==> src/rtl/risc16_mem_pkg.sv <==
// Shared constants, types and helpers for the risc16 SPI SRAM memory responder.
package risc16_mem_pkg;

    localparam logic [7:0] SPI_READ   = 8'h03;
    localparam logic [7:0] SPI_WRITE  = 8'h02;
    localparam int         FRAME_BITS = 48;
    localparam logic [6:0] FRAME_LAST = 7'(2 * FRAME_BITS - 1);
    localparam logic [5:0] FRAME_MSB  = 6'(FRAME_BITS - 1);

    typedef enum logic [1:0] {
        FETCH,
        DECIDE,
        DATA,
        COMMIT
    } mem_state_t;

    function automatic logic [23:0] word_to_byte_addr(input logic [15:0] word_addr);
        return {7'b0, word_addr, 1'b0};
    endfunction

    function automatic logic [FRAME_BITS-1:0] make_frame(input logic [7:0]  cmd,
                                                         input logic [15:0] word_addr,
                                                         input logic [15:0] data);
        return {cmd, word_to_byte_addr(word_addr), data};
    endfunction

endpackage

==> src/rtl/spi_frame_shifter.sv <==
// Runs one fixed 48-bit mode-0 SPI frame (96 clk cycles, SCK = clk/2) per start request.
module spi_frame_shifter
    import risc16_mem_pkg::*;
(
    input  logic                  clk,
    input  logic                  rst_n,
    input  logic                  start,
    input  logic [FRAME_BITS-1:0] tx_word,
    output logic                  done,
    output logic [15:0]           rx_word,
    output logic                  spi_cs_n,
    output logic                  spi_sck,
    output logic                  spi_mosi,
    input  logic                  spi_miso
);

    logic        busy;
    logic [6:0]  bit_cnt;
    logic [15:0] rx_sr;
    logic [5:0]  next_bit;

    assign next_bit = bit_cnt[6:1] + 6'd1;
    assign done     = busy && (bit_cnt == FRAME_LAST);
    // Last MISO bit is folded in combinationally so the word lands in the caller's register on the final edge.
    assign rx_word  = {rx_sr[14:0], spi_miso};

    // tx_word is indexed live rather than latched: the fetch address only becomes valid after the
    // commit edge that starts the frame, and the first (command) bit does not depend on it.
    always_ff @(posedge clk) begin
        if (!rst_n) begin
            busy     <= 1'b0;
            bit_cnt  <= 7'd0;
            rx_sr    <= 16'h0000;
            spi_cs_n <= 1'b1;
            spi_sck  <= 1'b0;
            spi_mosi <= 1'b0;
        end else if (!busy) begin
            if (start) begin
                busy     <= 1'b1;
                bit_cnt  <= 7'd0;
                spi_cs_n <= 1'b0;
                spi_sck  <= 1'b0;
                spi_mosi <= tx_word[FRAME_MSB];
            end
        end else if (done) begin
            busy     <= 1'b0;
            bit_cnt  <= 7'd0;
            rx_sr    <= rx_word;
            spi_cs_n <= 1'b1;
            spi_sck  <= 1'b0;
            spi_mosi <= 1'b0;
        end else begin
            bit_cnt <= bit_cnt + 7'd1;
            if (!bit_cnt[0]) begin
                spi_sck <= 1'b1;
            end else begin
                spi_sck  <= 1'b0;
                spi_mosi <= tx_word[FRAME_MSB - next_bit];
                rx_sr    <= rx_word;
            end
        end
    end

endmodule

==> src/rtl/risc16_spi_mem.sv <==
// Serves risc16 instruction fetch and data accesses from one SPI SRAM, committing once per instruction.
//
// state  | meaning
// FETCH  | READ frame at pc; received word loads instr
// DECIDE | one cs_n-high cycle; sample dmem_we / dmem_re
// DATA   | one frame at dmem_addr, then one cs_n-high cycle
// COMMIT | cpu_ena high for one cycle; next fetch frame starts
module risc16_spi_mem
    import risc16_mem_pkg::*;
(
    input  logic        clk,
    input  logic        rst_n,
    input  logic [15:0] pc,
    output logic [15:0] instr,
    input  logic [15:0] dmem_addr,
    input  logic [15:0] dmem_data_in,
    output logic [15:0] dmem_data_out,
    input  logic        dmem_we,
    input  logic        dmem_re,
    output logic        cpu_ena,
    output logic        spi_cs_n,
    output logic        spi_sck,
    output logic        spi_mosi,
    input  logic        spi_miso
);

    mem_state_t            state;
    mem_state_t            state_next;
    logic                  op_write;
    logic                  is_write;
    logic                  frame_start;
    logic                  frame_done;
    logic [15:0]           frame_rx;
    logic [FRAME_BITS-1:0] frame_tx;
    logic                  load_instr;
    logic                  load_data;

    spi_frame_shifter u_shifter (
        .clk      (clk),
        .rst_n    (rst_n),
        .start    (frame_start),
        .tx_word  (frame_tx),
        .done     (frame_done),
        .rx_word  (frame_rx),
        .spi_cs_n (spi_cs_n),
        .spi_sck  (spi_sck),
        .spi_mosi (spi_mosi),
        .spi_miso (spi_miso)
    );

    always_ff @(posedge clk) begin
        if (!rst_n) begin
            state <= FETCH;
        end else begin
            state <= state_next;
        end
    end

    // spi_cs_n doubles as the shifter-idle indication.
    always_comb begin
        state_next = state;
        case (state)
            FETCH:   if (frame_done) state_next = DECIDE;
            DECIDE:  state_next = (dmem_we || dmem_re) ? DATA : COMMIT;
            DATA:    if (spi_cs_n) state_next = COMMIT;
            COMMIT:  state_next = FETCH;
            default: state_next = FETCH;
        endcase
    end

    // A store wins over a load when both are requested.
    assign is_write = (state == DECIDE) ? dmem_we : op_write;

    always_comb begin
        frame_start = 1'b0;
        load_instr  = 1'b0;
        load_data   = 1'b0;
        frame_tx    = make_frame(SPI_READ, pc, 16'h0000);
        case (state)
            FETCH: begin
                frame_start = spi_cs_n;
                load_instr  = frame_done;
            end
            DECIDE: begin
                frame_start = dmem_we || dmem_re;
                frame_tx    = is_write ? make_frame(SPI_WRITE, dmem_addr, dmem_data_in)
                                       : make_frame(SPI_READ, dmem_addr, 16'h0000);
            end
            DATA: begin
                frame_tx  = is_write ? make_frame(SPI_WRITE, dmem_addr, dmem_data_in)
                                     : make_frame(SPI_READ, dmem_addr, 16'h0000);
                load_data = frame_done && !op_write;
            end
            COMMIT: begin
                frame_start = 1'b1;
            end
            default: begin
                frame_start = 1'b0;
            end
        endcase
    end

    always_ff @(posedge clk) begin
        if (!rst_n) begin
            instr         <= 16'h0000;
            dmem_data_out <= 16'h0000;
            cpu_ena       <= 1'b0;
            op_write      <= 1'b0;
        end else begin
            if (load_instr) instr <= frame_rx;
            if (load_data) dmem_data_out <= frame_rx;
            if (state == DECIDE) op_write <= dmem_we;
            cpu_ena <= (state_next == COMMIT);
        end
    end

endmodule

==> config.mk <==
export PLATFORM = sky130hd
export DESIGN_NAME = risc16_spi_mem
export DESIGN_NICKNAME = d
export VERILOG_FILES = /design/src/rtl/risc16_mem_pkg.sv /design/src/rtl/spi_frame_shifter.sv /design/src/rtl/risc16_spi_mem.sv
export SDC_FILE = /design/constraint.sdc
export NUM_CORES = 1
export LEC_CHECK = 0
export CORE_AREA = 5 5 90 84
export DETAILED_ROUTE_END_ITERATION = 7
export DIE_AREA = 0 0 95 89
export MAX_ROUTING_LAYER = met4
export PLACE_DENSITY = 0.75
export SETUP_SLACK_MARGIN = 0.15
export SYNTH_ARGS = -nofsm -noshare
export SYNTH_HDL_FRONTEND = slang
export SYNTH_SLANG_ARGS = --single-unit
==> constraint.sdc <==
create_clock -name clk -period 2.7 [get_ports clk]
set_clock_uncertainty 0.15 [all_clocks]
set_input_delay 0.675 -clock clk [delete_from_list [all_inputs] [get_ports clk]]
set_output_delay 0.675 -clock clk [all_outputs]
set_load 0.005 [all_outputs]
==> flow_metrics.py <==
metrics = {
    "critical_path": {
        "crit_buf_inv": 2,
        "worstPathRequired_ps": 2760,
        "crit_family": "simple AND/OR/NAND/NOR gates",
        "critPathMaxFanout": 10,
        "cpMostUsedCell": "buf_4",
        "end_kind": "flip-flop",
        "max_stage_delay_ps": 360,
        "critPathLaunchType": "flip-flop",
        "crit_arrival_ps": 2470,
        "slowest_stage": "dfxtp_1",
        "critical_path_class": "flip-flop to flip-flop",
        "worstPathCellList": "buf_4, ha_1, nand4_1, nor3b_4, and2_4, nand3b_1, buf_4, mux2i_1, nor2_1",
    },
    "detailed_routing": {
        "ant_nets": 0,
        "vias_per_cell": 5.15,
        "wirelength_um": 7150,
        "drt-pass1-iter-count": 4,
        "drcViolationCount": 0,
        "drt_first_iter_violations": 103,
        "vias": 2634,
        "wire_per_inst_um": 14.0,
    },
    "timing": {
        "slew_viol_final": 0,
        "worst_slew_pin_slew_ps": 534,
        "min_period_ps": 2410,
        "clock.fmax_mhz": 415,
        "setup_tns_ps": 0,
        "rsz0062_at_grt": "false",
        "fin_crit_sh": 0.893,
        "finalHoldViolCount": 0,
        "setup_viol": 0,
        "maxSlewHeadroom": 0.643,
    },
    "layout": {
        "fin_util": 0.643,
        "final_area_sq_um": 4140,
        "seq_area_sq_um": 1220,
        "fin_nets": 477,
        "syn_to_final_growth_pct": 40.4,
        "fill_cells": 560,
        "drive_above_1_share": 0.102,
        "antenna_cells": 0,
        "multi_input_area_sq_um": 1600,
    },
    "logic_synthesis": {
        "synth_most_common_cell": "dfxtp_1",
        "async_flop_share": 0,
        "synth_top_area_frac": 0.414,
        "synth_top_area_cell": "dfxtp_1",
        "syn_inst": 328,
        "synth-edff-count": 0,
        "ys_seq_elements": 61,
        "synthAdderAreaFrac": 0.0339,
        "synth_top_flop_cell": "dfxtp_1",
        "netlist_area_sq_um": 2950,
        "ys_types": 40,
        "synth_top_family_by_area": "simple AND/OR/NAND/NOR gates",
        "synth_compound_area_frac": 0.110,
        "synth_xor_area_frac": 0.0233,
        "synth_area_per_cell_sq_um": 9.00,
        "synth_area_leaders": "dfxtp_1 41%, nand2_1 7.5%, a21oi_1 6.4%, mux2i_1 6.1%, mux4_2 6.1%",
        "ys_seq_area_frac": 0.414,
        "yosysWarnings": 0,
        "syn-num-nets": 389,
        "netlist_top_cells_count": "61 x dfxtp_1, 59 x nand2_1, 38 x a21oi_1",
        "synthSimpleGateAreaFrac": 0.206,
        "synth_mux_area_frac": 0.165,
    },
    "clocking": {
        "cts-hold-fix-buffers": 0,
        "cts_max_level": 3,
        "cts_buffers": 9,
        "cts.clk_slew.worst_paths_ps": 70,
        "root_buffer": "clkbuf_8",
        "insertion_delay_ps": 330,
        "clock_sinks": 61,
        "cts.path.max_buffers": 2,
        "cts_tree": "done",
    },
    "floorplan": {
        "die_w_um": 95,
        "initial_core_util": 0.458,
        "die_y_um": 89,
        "dieArea_sq_um": 8460,
        "io_pins": 89,
        "rows": 28,
        "core_sq_um": 6450,
    },
    "pwr": {
        "p_sw_w": 0.000830,
        "seqPwrFrac": 0.358,
        "p_clk_frac": 0.321,
        "peakVddDrop_v": 0.000246,
        "power.density_nw_per_um2": 671,
        "switching_share": 0.299,
        "p_leak_nw": 1.56,
        "pwr-share-comb": 0.321,
        "p_int_w": 0.00195,
    },
    "flow_run": {
        "max_cap_viol_count": 0,
    },
    "hold_path": {
        "hold_class": "flip-flop to flip-flop",
    },
    "placement": {
        "placed_area_sq_um": 3910,
        "hpwl_um": 5310,
        "place_congestion": 0.797,
        "io_buffers": 88,
    },
    "global_routing": {
        "antenna_found_initial": 0,
        "grt_pass1_vias": 2537,
        "grt_start_max_net_pins": 53,
        "grt_pass1_wl_um": 11500,
        "grt_usage": 0.181,
        "gr-total-overflow": 0,
    },
    "outcome": {
        "status": "finished clean",
    },
}
[worst paths after layout]
path / start / endpoint / slack, ps / depth (start not counted)
max: u_shifter.bit_cnt[1]$_SDFFE_PN0P_ / dmem_data_out[6]$_SDFFE_PN0P_ / 290 / 9
min reg2reg: instr[3]$_SDFFE_PN0P_ / instr[3]$_SDFFE_PN0P_ / 300 / 2
max reg2reg: u_shifter.bit_cnt[1]$_SDFFE_PN0P_ / dmem_data_out[6]$_SDFFE_PN0P_ / 290 / 9
min: instr[3]$_SDFFE_PN0P_ / instr[3]$_SDFFE_PN0P_ / 300 / 2
[cell type report]
type / count / area share
Inverter: 5 / 0.00453
Timing Repair Buffer: 100 / 0.234
Tap cell: 90 / 0.0272
Multi-Input combinational cell: 239 / 0.387
Sequential cell: 61 / 0.295
Clock buffer: 13 / 0.0359
Clock inverter: 3 / 0.0166
[metal layers]
metal / share of wire / vias to the layer above / wire [um] / global-route usage
met3: 0.055 / 7 / 391 / 0.0505
met2: 0.48 / 85 / 3440 / 0.293
li1: - / 1320 / - / -
met1: 0.45 / 1222 / 3250 / 0.221
met5: 0 / - / 0 / -
met4: 0.0095 / 0 / 68 / 0.0550
[metrics by stage]
| stage | setup slack (ps) | hold slack [ps] | total power (W) | std cells |
|---|---|---|---|---|
| floorplan | 403 | 294 | 0.00162 | 328 |
| global placement | 16.6 | 293 | 0.00188 | 494 |
| detailed placement | -18.6 | 296 | 0.00191 | 494 |
| CTS | 169 | 305 | 0.00280 | 510 |
| global route | 157 | 327 | 0.00293 | 511 |
| finish | 289 | 302 | 0.00278 | 511 |
[cell families after synthesis]
| kind of cell | after synthesis |
|---|---|
| AO/OA/AOI/OAI | 58 |
| XOR/XNOR | 7 |
| AND/OR/NAND/NOR | 134 |
| flip-flops | 61 |
| adder cells (fa/ha/maj) | 8 |
| buffers and inverters | 28 |
| multiplexers | 32 |
[power by group through the flow]
stage | clock network, W | registers [W] | logic, W
global route | 0.000957 | 0.000997 | 0.000975
floorplan | 0 | 0.000999 | 0.000621
finish | 0.000892 | 0.000994 | 0.000893
detailed placement | 0 | 0.00101 | 0.000898
CTS | 0.000905 | 0.000992 | 0.000899
global placement | 0 | 0.00101 | 0.000875
[worst register-to-register path, stage by stage, from the launching register on]
cell and delay [ps]:
dfxtp_1 360, buf_4 180, ha_1 230, nand4_1 210
nor3b_4 290, and2_4 230, nand3b_1 150, buf_4 240
mux2i_1 180, nor2_1 50
[timing repair]
item / 4_1_cts / 5_1_grt
resized for setup: 0 / 5
setup buffers: 0 / 1
endpoints found under the setup margin: 0 / 34
hold endpoints to repair: 0 / 0
[sequential cells by signal (all words and copies together), names as in the netlist]
signal,cells
dmem_data_out,16
instr,16
op_write,1
state,2
u_shifter.spi_mosi,1
u_shifter.spi_sck,1
u_shifter.spi_cs_n,1
u_shifter.busy,1
cpu_ena,1
u_shifter.bit_cnt,6
u_shifter.rx_sr,15
[cell usage in the layout, fill, tap and decap left out, types with 2 or more instances in the layout]
| cell | Yosys | final |
|---|---|---|
| clkdlybuf4s50_1 | 0 | 88 |
| dfxtp_1 | 61 | 61 |
| nand2_1 | 59 | 58 |
| a21oi_1 | 38 | 38 |
| nor2_1 | 30 | 30 |
| nand3_1 | 19 | 19 |
| mux2i_1 | 18 | 18 |
| buf_4 | 4 | 12 |
| o21ai_0 | 10 | 10 |
| clkbuf_8 | 0 | 10 |
| mux4_2 | 8 | 8 |
| ha_1 | 8 | 8 |
| nand3b_1 | 6 | 6 |
| nor3_1 | 5 | 5 |
| inv_1 | 4 | 4 |
| xor2_1 | 4 | 4 |
| mux4_1 | 4 | 4 |
| clkbuf_1 | 12 | 3 |
| nand4_1 | 2 | 2 |
| a211oi_1 | 2 | 2 |
| mux2_2 | 2 | 2 |
| o221a_2 | 2 | 2 |
| xnor2_1 | 2 | 2 |
| nor3b_1 | 2 | 2 |
| or3_1 | 2 | 2 |
| bufinv_16 | 0 | 2 |
(Power assumes the default switching activity.)
